<file path="src/rtl/vga_pattern_gen.sv">
// Test-pattern pixel source. Turns timing-generator coordinates into 24-bit RGB through a fixed
// 2-stage pipeline, with sync/blank delayed to match.
module vga_pattern_gen #(
   parameter int WIDTH      = 12,
   parameter int H_ACTIVE   = 1920,
   parameter int V_ACTIVE   = 1080,
   parameter int BOX_SIZE   = 64,
   parameter int BOX_STEP   = 4,
   parameter int RAMP_SHIFT = 3,
   parameter int CHK_SHIFT  = 5
) (
   input  logic             clk,
   input  logic             rst_n,
   input  logic [WIDTH-1:0] hdata,
   input  logic [WIDTH-1:0] vdata,
   input  logic             hsync,
   input  logic             vsync,
   input  logic             blank,
   input  logic [2:0]       mode,
   output logic [7:0]       red,
   output logic [7:0]       green,
   output logic [7:0]       blue,
   output logic             hsync_o,
   output logic             vsync_o,
   output logic             blank_o,
   output logic             frame_start,
   output logic [15:0]      frame_cnt
);

   typedef enum logic {DIR_POS = 1'b0, DIR_NEG = 1'b1} dir_t;
   typedef enum logic [2:0] {
      PAT_BARS, PAT_RAMP, PAT_CHECK, PAT_GRID, PAT_BOX, PAT_WHITE, PAT_BLACK6, PAT_BLACK7
   } pat_t;

   localparam logic [WIDTH-1:0] XM    = WIDTH'(H_ACTIVE - BOX_SIZE);
   localparam logic [WIDTH-1:0] YM    = WIDTH'(V_ACTIVE - BOX_SIZE);
   localparam logic [WIDTH-1:0] STEP  = WIDTH'(BOX_STEP);
   localparam logic [WIDTH:0]   SIZE  = (WIDTH+1)'(BOX_SIZE);
   localparam logic [WIDTH-1:0] H_END = WIDTH'(H_ACTIVE - 1);
   localparam logic [WIDTH-1:0] V_END = WIDTH'(V_ACTIVE - 1);

   // Returns {direction, position} for one frame of bounce along an axis clamped to [0, lim].
   function automatic logic [WIDTH:0] f_bounce(input logic [WIDTH-1:0] pos, input dir_t dir,
                                               input logic [WIDTH-1:0] lim);
      logic [WIDTH:0] sum;
      sum = {1'b0, pos} + {1'b0, STEP};
      if (dir == DIR_POS) begin
         if (sum >= {1'b0, lim}) return {1'b1, lim};
         return {1'b0, sum[WIDTH-1:0]};
      end
      if (pos <= STEP) return {1'b0, WIDTH'(0)};
      return {1'b1, pos - STEP};
   endfunction

   pat_t             r_mode;
   logic [WIDTH-1:0] r_bx, r_by;
   dir_t             r_dx, r_dy;
   logic             r_synced;
   logic [15:0]      r_frame_cnt;

   logic [WIDTH-1:0] r1_h, r1_v;
   logic             r1_hs, r1_vs, r1_blank, r1_fs;
   logic [2:0]       r1_bar;

   logic             w_fs;
   logic [2:0]       w_bar;
   logic [WIDTH:0]   w_bx_upd, w_by_upd;
   logic [2:0]       w_code;
   logic [7:0]       w_ramp;
   logic             w_grid, w_in_box;
   logic [23:0]      w_rgb;

   assign w_fs     = (hdata == '0) && (vdata == '0) && !blank;
   assign w_bx_upd = f_bounce(r_bx, r_dx, XM);
   assign w_by_upd = f_bounce(r_by, r_dy, YM);

   // Bar index = number of H_ACTIVE*k/8 thresholds already reached.
   always_comb begin
      w_bar = '0;
      for (int unsigned k = 1; k < 8; k++) begin
         if (hdata >= WIDTH'(H_ACTIVE * k / 8)) w_bar = w_bar + 3'd1;
      end
   end

   // Stage 1: capture inputs; frame-start also latches mode and advances the box.
   always_ff @(posedge clk or negedge rst_n) begin
      if (!rst_n) begin
         r1_h        <= '0;
         r1_v        <= '0;
         r1_hs       <= 1'b0;
         r1_vs       <= 1'b0;
         r1_blank    <= 1'b1;
         r1_fs       <= 1'b0;
         r1_bar      <= '0;
         r_mode      <= PAT_BARS;
         r_bx        <= '0;
         r_by        <= '0;
         r_dx        <= DIR_POS;
         r_dy        <= DIR_POS;
         r_synced    <= 1'b0;
         r_frame_cnt <= '0;
      end else begin
         r1_h     <= hdata;
         r1_v     <= vdata;
         r1_hs    <= hsync;
         r1_vs    <= vsync;
         r1_blank <= blank | ~(r_synced | w_fs);
         r1_fs    <= w_fs;
         r1_bar   <= w_bar;
         if (w_fs) begin
            r_mode      <= pat_t'(mode);
            r_bx        <= w_bx_upd[WIDTH-1:0];
            r_dx        <= dir_t'(w_bx_upd[WIDTH]);
            r_by        <= w_by_upd[WIDTH-1:0];
            r_dy        <= dir_t'(w_by_upd[WIDTH]);
            r_synced    <= 1'b1;
            r_frame_cnt <= r_frame_cnt + 16'd1;
         end
      end
   end

   assign w_ramp   = 8'(r1_h >> RAMP_SHIFT);
   assign w_grid   = (r1_h[5:0] == 6'd0) || (r1_v[5:0] == 6'd0) || (r1_h == H_END) || (r1_v == V_END);
   assign w_in_box = (r1_h >= r_bx) && ({1'b0, r1_h} < ({1'b0, r_bx} + SIZE)) &&
                     (r1_v >= r_by) && ({1'b0, r1_v} < ({1'b0, r_by} + SIZE));

   always_comb begin
      case (r1_bar)
         3'd0:    w_code = 3'b111;
         3'd1:    w_code = 3'b110;
         3'd2:    w_code = 3'b011;
         3'd3:    w_code = 3'b010;
         3'd4:    w_code = 3'b101;
         3'd5:    w_code = 3'b100;
         3'd6:    w_code = 3'b001;
         default: w_code = 3'b000;
      endcase
   end

   always_comb begin
      w_rgb = '0;
      case (r_mode)
         PAT_BARS:  w_rgb = {{8{w_code[2]}}, {8{w_code[1]}}, {8{w_code[0]}}};
         PAT_RAMP:  w_rgb = {w_ramp, w_ramp, w_ramp};
         PAT_CHECK: w_rgb = {24{r1_h[CHK_SHIFT] ^ r1_v[CHK_SHIFT]}};
         PAT_GRID:  w_rgb = {24{w_grid}};
         PAT_BOX:   w_rgb = w_in_box ? 24'hFFFFFF : 24'h0000FF;
         PAT_WHITE: w_rgb = '1;
         default:   w_rgb = '0;
      endcase
   end

   // Stage 2: colour select with blanking, sync/blank/frame-start delayed to match.
   always_ff @(posedge clk or negedge rst_n) begin
      if (!rst_n) begin
         red         <= '0;
         green       <= '0;
         blue        <= '0;
         hsync_o     <= 1'b0;
         vsync_o     <= 1'b0;
         blank_o     <= 1'b1;
         frame_start <= 1'b0;
      end else begin
         {red, green, blue} <= r1_blank ? 24'd0 : w_rgb;
         hsync_o     <= r1_hs;
         vsync_o     <= r1_vs;
         blank_o     <= r1_blank;
         frame_start <= r1_fs;
      end
   end

   assign frame_cnt = r_frame_cnt;

endmodule

</file>
<file path="config.mk">
export PLATFORM = sky130hd
export DESIGN_NAME = vga_pattern_gen
export DESIGN_NICKNAME = d
export VERILOG_FILES = /design/src/rtl/vga_pattern_gen.sv
export SDC_FILE = /design/constraint.sdc
export NUM_CORES = 1
export LEC_CHECK = 0
export CORE_UTILIZATION = 30
export CTS_CLUSTER_DIAMETER = 100
export DETAILED_ROUTE_END_ITERATION = 10
export PLACE_DENSITY = 0.58
export SLEW_MARGIN = 25
export SYNTH_ARGS = -nofsm -noshare
export SYNTH_HDL_FRONTEND = slang
export SYNTH_SLANG_ARGS = --single-unit
</file>
<file path="constraint.sdc">
create_clock -name clk -period 3.6 [get_ports clk]
set_clock_uncertainty 0.1 [all_clocks]
set_input_delay 0.36 -clock clk [delete_from_list [all_inputs] [get_ports clk]]
set_output_delay 0.36 -clock clk [all_outputs]
set_load 0.05 [all_outputs]
</file>
==> results of run 1 <==
routing by layer:
| metal | vias to the layer above | wire length, um |
|---|---|---|
| li1 | 2536 | - |
| met1 | 2487 | 7290 |
| met2 | 114 | 7500 |
| met3 | 12 | 724 |
| met4 | 0 | 135 |
| met5 | - | 0 |
critical path, stage by stage:
cell           delay [ns]
dlygate4sd2_1        0.24
or3_4                0.40
nor2_2               0.10
and2_4               0.16
inv_1                0.04
ha_2                 0.18
mux2i_2              0.16
inv_1                0.09
ha_4                 0.27
nand2_1              0.04
o21ai_1              0.08
ha_1                 0.24
inv_1                0.05
o221a_2              0.18
inv_1                0.04
ha_1                 0.30
nand2_2              0.09
o21ai_2              0.05
ha_2                 0.31
nand2_1              0.04
o21a_1               0.11
o21ai_0              0.08
synthesized netlist by cell type, types with 3 or more instances:
cell / count
xnor2_1: 29
and3_1: 5
nor4_1: 10
and2_1: 3
inv_1: 37
a41oi_1: 20
o21ai_0: 29
nand3_1: 26
a2bb2oi_1: 5
and4_1: 5
a311oi_1: 4
mux2i_1: 3
a21boi_0: 3
nor3_1: 14
o21a_1: 5
a21oi_1: 42
buf_2: 5
nand4_1: 11
ha_1: 51
a31oi_1: 7
or3_1: 6
nor2_1: 36
nand2_1: 57
clkbuf_1: 20
dfrtp_1: 99
o22ai_1: 6
o41ai_1: 3
o211ai_1: 5
nor2b_1: 3
a21o_1: 7
o22a_1: 3
nand2b_1: 7
a211oi_1: 3
or4_1: 6
xor2_1: 9
nand4b_1: 3
where the power goes:
group / internal [mW] / switching, mW
registers: 1.16 / 0.0209
clock network: 0.544 / 0.453
logic: 0.133 / 0.148
total: 1.84 / 0.623
cell usage in the layout (no fill, tap or decap), types with 8 or more instances in the layout:
master,instances
ha_1,47
a41oi_1,20
inv_1,37
dfrtp_1,99
nand3_1,26
nor3_1,14
buf_4,31
nor4_1,10
clkdlybuf4s50_1,71
xnor2_1,28
nand2_1,54
xor2_1,8
a21oi_1,42
o21ai_0,26
nand4_1,11
clkbuf_16,9
nor2_1,35
worst max-delay path by stage:
stage / startpoint / to / slack, ns / depth (start not counted)
final: hdata[10] / r1_bar[1]$_DFF_PN0_ / 0.14 / 22
after CTS: hdata[9] / r1_bar[1]$_DFF_PN0_ / 0.02 / 22
after detailed placement: hdata[11] / r1_bar[1]$_DFF_PN0_ / -0.51 / 22
after floorplan: hdata[11] / r1_bar[1]$_DFF_PN0_ / 0.03 / 19
after global placement: hdata[11] / r1_bar[1]$_DFF_PN0_ / -0.45 / 22
after global routing: hdata[10] / r1_bar[1]$_DFF_PN0_ / -0.01 / 22
final cells by class:
class	instances	share of cell area
clock buffer	9	0.0295
clock inverter	6	0.00951
inverter	38	0.0187
multi-input combinational	469	0.437
sequential	101	0.331
tap	265	0.0434
timing repair buffer	106	0.130
flip-flops by register name, summed over array words and instances, names as in the netlist, 3 cells and up:
register,count
blue,8
r1_h,12
r1_bar,3
green,8
r_bx,10
frame_cnt,16
r_mode,3
red,8
r1_v,12
r_by,10
kinds of logic after synthesis:
logic type | synth area share
AND/OR/NAND/NOR | 0.176
XOR/XNOR | 0.0550
buffers and inverters | 0.0450
flip-flops | 0.418
AO/OA/AOI/OAI | 0.194
multiplexers | 0.00682
adder cells (fa/ha/maj) | 0.105
per-stage QoR:
stage          hold WS (ns)  utilization  TNS [ns]  worst slack (ns)
2_1_floorplan       -0.0356            -         0            0.0312
3_3_place_gp          0.233        0.368    -0.870            -0.455
3_5_place_dp          0.236        0.368    -0.987            -0.506
4_1_cts              0.0289        0.385         0            0.0164
5_1_grt              0.0669        0.388   -0.0145           -0.0114
6_report             0.0149        0.388         0             0.137
timing repair:
item / in CTS / in global routing
hold endpoints to repair: 0 / 0
pin swaps: 5 / 4
gates resized for setup: 9 / 12
setup buffers: 2 / 1
setup endpoints to repair: 2 / 2
==> results.md, run 1 <==
* Pwr dens at roughly 320 nW/um^2
* Post-synth EDFFs at 0
* R2R setup slack at 0.62 ns
* Relative slew slack at 0.378
* Yosys cell types at 72
* Sinks on Clock Net at 101
* Root buffer cell: clkbuf_16
* Fmax at between 200 and 300 MHz
* Largest net degree at the start of global routing at 66
* CTS Hold Bufs at 0
* Arrival time worst endpoint at 3.63 ns
* Synth area leaders: dfrtp_1 41%, ha_1 11%, xnor2_1 4.2%
* # setup viols final at 0
* Ys async rst share at 1.00
* Max-cap viol count at 0
* Vias in the first global route at 4927
* Reg clk slew, reported paths at about 0.070 ns
* Static Leakage at 3.17 nW
* Post-route design area at 7630 sq um
* Number of synthesized register bits at 101
* Placer congestion estimate at 0.833
* Syn nets at 720
* Crit share post-route at 0.962
* Synthesized area at 6060 sq um
* Antenna-violating nets left at 0
* Nets at 808
* Die X at between 100 and 150 um
* Synth top area share at 0.409
* Met2 Use GR at 0.262
* Cell Area, Placed at 7230 sq um
* R2R depth at 10
* Worst setup SP type: input pin
* Placed insts at 976
* Die height at around 140 um
* Core ar. at 19700 sq um
* Max-slew violation count at 0
* Layout Area Growth over Synthesis at 26.0%
* DRT Pass-1 Iters at 5
* Seq/Total Area, Yosys at 0.418
* Area leader, netlist: dfrtp_1
* Share of layout cells above drive strength 1 at 0.100
* Min Clock Period, post-route at 3.46 ns
* Vias at 5149
* Max rail drop VDD at around 0.00022 V
* TritonCTS clock tree: yes
* Critical-path maximum fanout at 3
* Gate Count Post-Synth at 637
* GRT Total Usage at 0.158
* Die area at 20800 sq um
* Std cell rows at 51
* Hold/Removal Path Class: in -> async
* Met3 GRT Util at 0.0394
* Remaining global-route overflow at 0
* First-pass GRT wire length at 25.7 mm
* Met1 Resource Use GR at 0.209
* Reg-to-Reg Start: r_by[6]$_DFFE_PN0P_
* Least-Margin Pin Slew at 0.930 ns
* Design Power at 2.46 mW
* Setup CP Type: in -> reg
* Clk_lat worst skew at 0.36 ns
* Avg Inst Size Synth at roughly 9.5 sq um
* # port buffers at 75
* Initial drt markers at between 200 and 300
* Drt drc at 0
* Final wirelength at 15.6 mm
* Yosys warns at 0
* Post-DP HPWL at 11.6 mm
* Status: finished, final reports clean
* Diode count at 0
* Nature of the critical path endpoint: register
* Fillers at roughly 2000
* CTS max path bufs at 2
* I/O pin count at 76
* Final hold vios at 0
* Top FF cell, synth: dfrtp_1
* Register Area at 2530 sq um
* Vias/cell at 5.18
* Num CTS Buffers at 9
* Starting Density at 0.308
* Drt wl/cell at 15.7 um
* Multi-input gate area at ~3300 sq um
* CP required at 3.77 ns
* CTS H-Tree Depth at 3
* R2R Path End: green[0]$_DFF_PN0_
* GRT busiest layer: met2
* Fin cells at 994
* Initial antenna violation count at 0
No activity file was read; power rests on OpenSTA's default activity.
==> run 2, diff against run 1 <==
--- a/config.mk
+++ b/config.mk
@@ -8,7 +8,8 @@
 export CORE_UTILIZATION = 30
 export CTS_CLUSTER_DIAMETER = 100
 export DETAILED_ROUTE_END_ITERATION = 10
-export PLACE_DENSITY = 0.58
+export PLACE_DENSITY = 0.6
+export SETUP_SLACK_MARGIN = 0.5
 export SLEW_MARGIN = 25
 export SYNTH_ARGS = -nofsm -noshare
 export SYNTH_HDL_FRONTEND = slang
==> constraint.sdc (replaced) <==
create_clock -name clk -period 3.1 [get_ports clk]
set_clock_uncertainty 0.1 [all_clocks]
set_input_delay 0.31 -clock clk [delete_from_list [all_inputs] [get_ports clk]]
set_output_delay 0.31 -clock clk [all_outputs]
set_load 0.05 [all_outputs]
==> run 2 against run 1 <==
The run now ends with negative setup slack left; clock-buffer cell count unchanged; flip-flop and latch count unchanged; worst setup slack worse by 0.17 ns; routed wire length up 0.86%.
==> results.md, run 2 (synthesis gave the netlist of run 1 again) <==
* Clk_lat worst skew at 0.36 ns (about the same)
* Initial antenna violation count at 0 (unchanged)
* Largest register FFs at 16 (unchanged)
* Core ar. at 19700 sq um (unchanged)
* CTS max path bufs at 2 (unchanged)
* Crit path launch: hdata[11] (was hdata[10])
* Setup slack after layout at -0.0321 ns (was 0.137 ns)
* Std cell rows at 51 (unchanged)
* Share of layout cells above drive strength 1 at 0.198 (was 0.100)
* Layout Area Growth over Synthesis at 35.1% (was 26.0%)
* DRT Pass-1 Iters at 5 (unchanged)
* Min-delay src: hdata[10]
* Remaining global-route overflow at 0 (unchanged)
* Static Leakage at 3.33 nW (was 3.17 nW)
* Drt drc at 0 (unchanged)
* I/O pin count at 76 (unchanged)
* Die X at 144 um (unchanged)
* Pwr dens at 355 nW/um^2 (was 322 nW/um^2)
* Num CTS Buffers at 9 (unchanged)
* Vias at 5317 (was 5149)
* Setup CP Type: in -> reg (unchanged)
* Starting Density at 0.308 (unchanged)
* Nature of the critical path endpoint: register (unchanged)
* Max-slew violation count at 0 (unchanged)
* R2R depth at 11 (was 10)
* CTS H-Tree Depth at 3 (unchanged)
* TritonCTS clock tree: yes (unchanged)
* CP required at 3.24 ns (was 3.77 ns)
* First-pass GRT wire length at 25.9 mm (was 25.7 mm)
* Initial drt markers at 389 (was 294)
* Reg clk slew, reported paths at 0.07 ns (about the same)
* Final hold vios at 0 (unchanged)
* R2R setup slack at 0.46 ns (was 0.62 ns)
* Hold/Removal Path Class: in -> reg (was in -> async)
* Design Power at 2.91 mW (was 2.46 mW)
* Critical-path maximum fanout at 3 (unchanged)
* Vias/cell at 5.22 (was 5.18)
* Worst setup SP type: input pin (unchanged)
* Post-DP HPWL at 11.7 mm (was 11.6 mm)
* Flop pwr share at 0.473 (was 0.481)
* Fmax at 319 MHz
* Reg-to-Reg Start: r_by[6]$_DFFE_PN0P_ (unchanged)
* GRT Total Usage at 0.160 (was 0.158)
* Die height at 144 um (unchanged)
* Hold Slack at 0.0834 ns (was 0.0149 ns)
* Final wirelength at 15.8 mm (was 15.6 mm)
* RSZ-0062 raised after global routing: true
* Net Switching at 0.797 mW (was 0.623 mW)
* Clk network pwr share at 0.387 (was 0.405)
* Arrival time worst endpoint at 3.27 ns (was 3.63 ns)
* Logic gate share of total power at 0.140 (was 0.114)
* # port buffers at 75 (unchanged)
* Largest net degree at the start of global routing at 50 (was 66)
* Least-Margin Pin Slew at 1.00 ns (was 0.930 ns)
* Nets at 831 (was 808)
* Die area at 20800 sq um (unchanged)
* Max-cap viol count at 0 (unchanged)
* Worst setup path end: r1_bar[2]$_DFF_PN0_ (was r1_bar[1]$_DFF_PN0_)
* Min Clock Period, post-route at 3.13 ns
* Most frequent cells in the layout: 94 x dfrtp_1, 66 x clkdlybuf4s50_1, 52 x nand2_1, 43 x ha_1, 43 x buf_4 (was 99 x dfrtp_1, 71 x clkdlybuf4s50_1, 54 x nand2_1, 47 x ha_1, 42 x a21oi_1)
* Sinks on Clock Net at 101 (unchanged)
* Vias in the first global route at 4966 (was 4927)
* R2R Path End: green[4]$_DFF_PN0_ (was green[0]$_DFF_PN0_)
* Status: finished, violations left (was finished, final reports clean)
* Failing checks: negative setup slack
* # setup viols final at 1 (was 0)
* Placer congestion estimate at 0.847 (was 0.833)
* Drt wl/cell at 15.5 um (was 15.7 um)
* Max rail drop VDD at 0.000240 V (was 0.000219 V)
* Crit share post-route at 1.01
* Internal Power at 2.11 mW (was 1.84 mW)
* Net Sw Frac at 0.274 (was 0.253)
* Antenna-violating nets left at 0 (unchanged)
* Root buffer cell: clkbuf_16 (unchanged)
* Diode count at 0 (unchanged)
* Relative slew slack at 0.332 (was 0.378)
* Commonest non-fill, non-tap cell in the layout: dfrtp_1 (unchanged)
==> run 2: cell types whose count changed in the layout (fill, tap and decap cells not counted), moves of 3 or more <==
cell	before	now
buf_6	0	9
buf_12	1	4
inv_2	0	6
dfrtp_1	99	94
buf_4	31	43
ha_1	47	43
o21ai_2	1	4
inv_1	37	30
ha_4	2	7
a41oi_2	0	16
clkdlybuf4s50_1	71	66
a41oi_1	20	4
dlygate4sd2_1	2	5
dfrtp_2	0	5
==> run 2: metrics by stage <==
step | utilization | area, sq um | instances | setup TNS (ns) | setup WS [ns]
global placement | 0.379 | 7450 | 986 | -1.70 | -0.822
floorplan | - | 6190 | 637 | -0.528 | -0.271
finish | 0.416 | 8180 | 1018 | -0.0321 | -0.0321
CTS | 0.407 | 8000 | 1013 | -0.118 | -0.0724
global route | 0.416 | 8180 | 1018 | -0.255 | -0.156
detailed placement | 0.379 | 7450 | 986 | -1.95 | -0.930
==> run 2: critical path, cell delays in order <==
cell,delay [ns]
buf_6,0.09
or3_4,0.41
nor2_2,0.12
and2_4,0.16
inv_2,0.04
ha_4,0.16
mux2i_4,0.15
inv_2,0.07
ha_4,0.27
nand2_2,0.04
o21ai_2,0.05
ha_1,0.24
inv_1,0.08
o221a_4,0.20
inv_4,0.04
ha_4,0.26
nand2_4,0.05
o21ai_4,0.07
ha_4,0.14
nand2_2,0.05
xnor2_2,0.15
xnor2_1,0.12
==> run 2: routing by layer <==
| layer | GRT usage | vias up | wire [um] |
|---|---|---|---|
| met2 | 0.247 | 130 | 7470 |
| li1 | - | 2578 | - |
| met4 | 0.0526 | 0 | 208 |
| met3 | 0.0278 | 12 | 634 |
| met1 | 0.224 | 2597 | 7470 |
| met5 | 0 | - | 0 |
==> run 2: cell type report <==
cell class              instances  area [sq um]
repair buffers                129          1220
multi-input cells             469          3650
well taps                     265           332
fillers                      1993         11500
clock inverters                 7          68.8
flip-flops and latches        101          2540
clock buffers                   9           225
inverters                      38           145
==> run 2: what timing repair did <==
action / CTS / global route
hold buffers: 1 / 0
buffers inserted: 9 / 5
gates cloned: 1 / 0
resized for setup: 57 / 32
pin swaps: 19 / 24
hold endpoints to repair: 47 / 0
endpoints found under the setup margin: 38 / 33
==> run 2: how the worst min path moves through the flow <==
stage,cells after the start,slack (ns),to
after floorplan,0,-0.09,blue[0]$_DFF_PN0_
after global placement,0,0.23,hsync_o$_DFF_PN0_
after detailed placement,0,0.24,hsync_o$_DFF_PN0_
after CTS,2,0.07,r1_h[11]$_DFF_PN0_
after global routing,2,0.08,r1_h[10]$_DFF_PN0_
final,2,0.08,r1_h[10]$_DFF_PN0_
==> run 2: power groups by stage <==
stage,Clock [mW],Sequential [mW],Combinational [mW]
after CTS,1.17,1.38,0.361
after floorplan,0,1.39,0.167
after detailed placement,0,1.40,0.312
after global routing,1.22,1.38,0.453
after global placement,0,1.40,0.307
final,1.13,1.37,0.408
==> run 3, diff against run 2 <==
--- a/config.mk
+++ b/config.mk
@@ -10,7 +10,7 @@
 export DETAILED_ROUTE_END_ITERATION = 10
 export PLACE_DENSITY = 0.6
 export SETUP_SLACK_MARGIN = 0.5
-export SLEW_MARGIN = 25
+export SLEW_MARGIN = 20
 export SYNTH_ARGS = -nofsm -noshare
 export SYNTH_HDL_FRONTEND = slang
 export SYNTH_SLANG_ARGS = --single-unit
==> results of run 3 <==
The final DEF is identical to that of run 2; final timing and power are the same.
